## src/rtl/exm_pkg.sv

```systemverilog
// ============================================================================
// Module : exm_pkg
// Brief  : Shared defaults, payload layout and lane state for the EX/MEM group
//          synchroniser.
// Rev    : 1.0  initial release
// ============================================================================
`default_nettype none

package exm_pkg;

    localparam int LANES_DEF = 2;
    localparam int RES_W_DEF = 72;
    localparam int CNT_W_DEF = 16;

    // Lane payload layout, LSB first; bit 71 is spare.
    localparam int PC_LSB     = 0;
    localparam int PC_W       = 32;
    localparam int RESULT_LSB = 32;
    localparam int RESULT_W   = 32;
    localparam int DEST_LSB   = 64;
    localparam int DEST_W     = 5;
    localparam int GR_WE_BIT  = 69;
    localparam int CSR_WE_BIT = 70;

    typedef enum logic [0:0] {
        EMPTY = 1'b0,
        HELD  = 1'b1
    } lane_state_t;

endpackage : exm_pkg

`default_nettype wire

```

## src/rtl/exm_lane_hold.sv

```systemverilog
// ============================================================================
// Module : exm_lane_hold
// Brief  : Per-lane result hold; keeps the first result until the group fires.
// Rev    : 1.0  initial release
// ============================================================================
`default_nettype none

module exm_lane_hold
    import exm_pkg::*;
#(
    parameter int RES_W = RES_W_DEF
) (
    input  logic             clk,
    input  logic             reset,
    input  logic             flush,
    input  logic             fire,
    input  logic             valid,
    input  logic             done,
    input  logic [RES_W-1:0] result,
    output logic             complete,
    output logic [RES_W-1:0] merged
);

    lane_state_t      r_state;
    logic [RES_W-1:0] r_hold;
    logic             w_held;

    assign w_held   = (r_state == HELD);
    assign complete = ~valid | w_held | done;
    assign merged   = w_held ? r_hold : result;

    // Late done pulses on a held lane are ignored so the first result wins.
    always_ff @(posedge clk) begin
        if (reset) begin
            r_state <= EMPTY;
            r_hold  <= '0;
        end else begin
            case (r_state)
                EMPTY: begin
                    if (valid && done && !fire && !flush) begin
                        r_state <= HELD;
                        r_hold  <= result;
                    end
                end
                HELD: begin
                    if (fire || flush) begin
                        r_state <= EMPTY;
                    end
                end
                default: r_state <= EMPTY;
            endcase
        end
    end

endmodule : exm_lane_hold

`default_nettype wire

```

## src/rtl/exm_group_sync.sv

```systemverilog
// ============================================================================
// Module : exm_group_sync
// Brief  : N-lane completion synchroniser; releases a group to one WB slot
//          once every occupied lane has produced its result.
// Rev    : 1.0  initial release
// ============================================================================
`default_nettype none

module exm_group_sync
    import exm_pkg::*;
#(
    parameter int LANES = LANES_DEF,
    parameter int RES_W = RES_W_DEF,
    parameter int CNT_W = CNT_W_DEF
) (
    input  logic                   clk,
    input  logic                   reset,
    input  logic                   flush,
    input  logic [LANES-1:0]       in_valid,
    input  logic [LANES-1:0]       in_done,
    input  logic [LANES*RES_W-1:0] in_result,
    output logic                   in_ready,
    output logic [LANES-1:0]       lane_wait,
    output logic                   out_valid,
    output logic [LANES-1:0]       out_lane_valid,
    output logic [LANES*RES_W-1:0] out_result,
    input  logic                   out_ready,
    output logic [CNT_W-1:0]       stall_cnt
);

    localparam logic [CNT_W-1:0] c_CNT_MAX = {CNT_W{1'b1}};

    logic [LANES-1:0]       w_complete;
    logic [LANES*RES_W-1:0] w_merged;
    logic                   w_fire;
    logic                   w_stall;

    for (genvar g = 0; g < LANES; g++) begin : g_lane
        exm_lane_hold #(
            .RES_W (RES_W)
        ) u_hold (
            .clk      (clk),
            .reset    (reset),
            .flush    (flush),
            .fire     (w_fire),
            .valid    (in_valid[g]),
            .done     (in_done[g]),
            .result   (in_result[g*RES_W +: RES_W]),
            .complete (w_complete[g]),
            .merged   (w_merged[g*RES_W +: RES_W])
        );
    end

    // The slot can reload in the same cycle WB drains it.
    assign w_fire    = (&w_complete) & (~out_valid | out_ready) & ~flush;
    assign in_ready  = w_fire;
    assign lane_wait = in_valid & ~w_complete;
    assign w_stall   = (|in_valid) & ~w_fire & ~flush;

    always_ff @(posedge clk) begin
        if (reset) begin
            out_valid      <= 1'b0;
            out_lane_valid <= '0;
            out_result     <= '0;
        end else if (w_fire) begin
            out_valid      <= |in_valid;
            out_lane_valid <= in_valid;
            out_result     <= w_merged;
        end else if (out_ready) begin
            out_valid      <= 1'b0;
        end
    end

    always_ff @(posedge clk) begin
        if (reset) begin
            stall_cnt <= '0;
        end else if (w_stall && (stall_cnt != c_CNT_MAX)) begin
            stall_cnt <= stall_cnt + CNT_W'(1);
        end
    end

endmodule : exm_group_sync

`default_nettype wire
```

## config.mk

```make
export PLATFORM = sky130hd
export DESIGN_NAME = exm_group_sync
export DESIGN_NICKNAME = d
export VERILOG_FILES = /design/src/rtl/exm_pkg.sv /design/src/rtl/exm_lane_hold.sv /design/src/rtl/exm_group_sync.sv
export SDC_FILE = /design/constraint.sdc
export NUM_CORES = 1
export LEC_CHECK = 0
export CAP_MARGIN = 30
export CORE_UTILIZATION = 49
export DETAILED_ROUTE_END_ITERATION = 12
export HOLD_SLACK_MARGIN = 0.05
export PLACE_DENSITY = 0.84
export RECOVER_POWER = 100
export SKIP_CTS_REPAIR_TIMING = 1
export SYNTH_ARGS = -nofsm -noshare
export SYNTH_HDL_FRONTEND = slang
export SYNTH_SLANG_ARGS = --single-unit
```

## constraint.sdc

```tcl
create_clock -name clk -period 2.7 [get_ports clk]
set_input_delay 0.405 -clock clk [delete_from_list [all_inputs] [get_ports clk]]
set_output_delay 0.405 -clock clk [all_outputs]
set_load 0.1 [all_outputs]
```

==> summary.md <==
| Metric | Value |
|---|---|
| 1st-pass router iterations | 5 |
| Most common cell after layout, fill and taps aside | dfxtp_1 |
| Cell Rows | 57 |
| # setup viols final | 0 |
| Syn avg cell area | 8.839 µm² |
| Primary FF master, synth | dfxtp_1 |
| # DRC | 0 |
| Minimum clock period | 2.597 ns |
| Crit-path slowest cell | clkdlybuf4s50_1 |
| Worst vdd ir | 0.5563 mV |
| Die ar. | 25970 µm² |
| Final layout net count | 1814 |
| Worst slew margin | 0.1367 |
| # fillers | 2135 |
| CP Launch Type | primary input |
| Non-filler cells in the finished layout | 2008 |
| Core region area | about 25000 µm² |
| Initial Util | 0.5043 |
| Register area share after synthesis | 0.4985 |
| Gr usage total | 0.2394 |
| Power Total | 0.01148 W |
| Ys async rst share | 0 |
| Seq cells post-synth | 309 |
| Routed via count | 10879 |
| Count of cell types in the netlist | 42 |
| Crit Path Category | in2out |
| Leak | 5.147 nW |
| Top-area cell type share of the netlist area | 0.4985 |
| CP Max Fanout | 33 |
| Crit-path cells | clkdlybuf4s50_1 -> or3b_1 -> inv_1 -> nor4_4 -> buf_12 -> buf_8 |
| EDFF count, synth | 0 |
| Max Slew Vio Count | 0 |
| Clock buffer depth | 3 |
| Setup_tns | 0 ns |
| Power Dens Cells | 731.9 nW/µm² |
| Area delta synth->final | 26.44% |
| RD Place Congestion | 0.8758 |
| CTS tree | done |
| Status | completed |
| Placed cells | 1951 |
| Wire length per cell | 16.33 µm |
| Final hold viol count | 0 |
| Critical Path AT | 2.19 ns |
| Mapped Area | 12410 µm² |
| RSZ-0062 raised after global routing | false |
| First-pass GRT wire length | 51.40 mm |
| Fmax | approximately 390 MHz |
| GRT overflow | 0 |
| Post-synthesis instance total | 1404 |
| Yosys top cell by area | dfxtp_1 |
| Port Buffers | approximately 320 |
| Die height | 161.1 µm |
| DP HPWL | about 21 mm |
| # H-tree levels | 1 |
| Mapped Nets | ~1600 |
| Data required time of the critical path | roughly 2.3 ns |
| Layout cells sized above 1 | 0.05648 |
| CP Capture Type | primary output |
| Skew final | 0.009680 ns |
| Most frequent cells in the layout | dfxtp_1 (307), nand2_1 (297), clkbuf_1 (170), nor2_1 (156), a21oi_1 (151) |
| Largest net degree at the start of global routing | 160 |
| Period utilization | 0.9619 |
| Starting DRT DRC Count | 762 |
| Clock root buffer | clkbuf_16 |
| Vias in the first global route | 10174 |
| Final wirelength | 32.80 mm |
| Io pins | 318 |
| CP max stage delay | 0.50 ns |
| Latest clock arrival within the worst-skew pair | 0.54 ns |
| Post-route ant nets | 0 |
| Worst-path clk slew | 0.06 ns |
| Max Cap Viol | 0 |
| Hold Path Class | in2reg |
| Antenna violations before repair | 2 |
| Top cells by area, synth | dfxtp_1 (50%), mux2i_1 (12%), a211oi_1 (9.0%) |
| Worst Max-Slew Pin Slew | 1.300 ns |
| Yosys warns | 0 |
| Die Width | 161.1 µm |
| Total CTS buffers | 31 |
| DR vias/cell | between 5 and 6 |
| CTS Sinks | 309 |
-- worst paths after layout --
check,startpoint,endpoint,slack (ns),cells after the start
worst max-delay path,in_done[0],in_ready,0.10,6
worst min-delay path,in_result[57],g_lane[0].u_hold.r_hold[57],0.43,3
worst max register to register,g_lane[0].u_hold.r_state,out_result[22],0.23,7
worst min register to register,g_lane[1].u_hold.r_hold[61],g_lane[1].u_hold.r_hold[61],0.45,2
-- sequential cells by signal (all words and copies together) (netlist names) --
register,cells
out_valid,1
stall_cnt,16
g_lane.u_hold.r_state,2
out_lane_valid,2
g_lane.u_hold.r_hold,144
out_result,144
-- metal layers --
metal,GRT usage,vias up,wire length (µm)
met5,0,-,0
li1,-,5392,-
met4,0.08962,0,1231
met2,0.4036,389,15240
met1,0.2906,5029,13480
met3,0.06549,69,2845
-- power by group --
part	leakage (nW)	internal, W	switching, W
combinational	2.12	0.000512	0.00192
sequential	2.52	0.00478	0.000118
clock	0.502	0.00242	0.00173
total	5.15	0.00771	0.00377
-- cells by family after synthesis --
group	Yosys count	share of synthesized area
AOI/OAI and AO/OA	318	0.1651
buffers and inverters	125	0.04799
muxes	156	0.1267
and+or+nand+nor	495	0.1607
DFF	309	0.4985
adders and majority gates	1	0.001008
-- area by class of cell --
type | count | area (µm²) | share of cell area
Sequential cell | 309 | 6193 | 0.3947
Inverter | 5 | 18.77 | 0.001196
Clock inverter | 8 | 43.79 | 0.002791
Multi-Input combinational cell | 970 | 5623 | 0.3584
Antenna cell | 2 | 5.005 | 0.0003190
Tap cell | 324 | 405.4 | 0.02584
Clock buffer | 46 | 953.4 | 0.06077
Timing Repair Buffer | 344 | 2447 | 0.1560
-- worst max-delay path, delay by kind of cell --
family	cells	cell delay [ns]
simple gates	2	0.64
buf+inv	4	1.14
-- stage by stage --
stage / cell area (µm²) / hold WS, ns / util / setup slack (ns)
2_1_floorplan: 12410 / 0.4360 / - / 0.1472
3_5_place_dp: 15380 / 0.4463 / 0.6253 / 0.006150
3_3_place_gp: 15380 / 0.4406 / 0.6253 / 0.08820
4_1_cts: 16380 / 0.4044 / 0.6658 / -0.05414
6_report: 15690 / 0.4284 / 0.6377 / 0.1028
5_1_grt: 15690 / 0.4142 / 0.6376 / 0.01765
-- cells in the mapped netlist, drive strengths merged (4+ instances only) --
master,instances
o31ai,4
nand2,297
and4,5
a21oi,151
buf,34
mux2,9
nand3,5
dfxtp,309
a2111oi,4
nor2b,9
nor2,156
a211oi,150
nor3,4
inv,5
clkbuf,86
mux2i,147
Note: power is estimated with default switching activity, not from simulation.
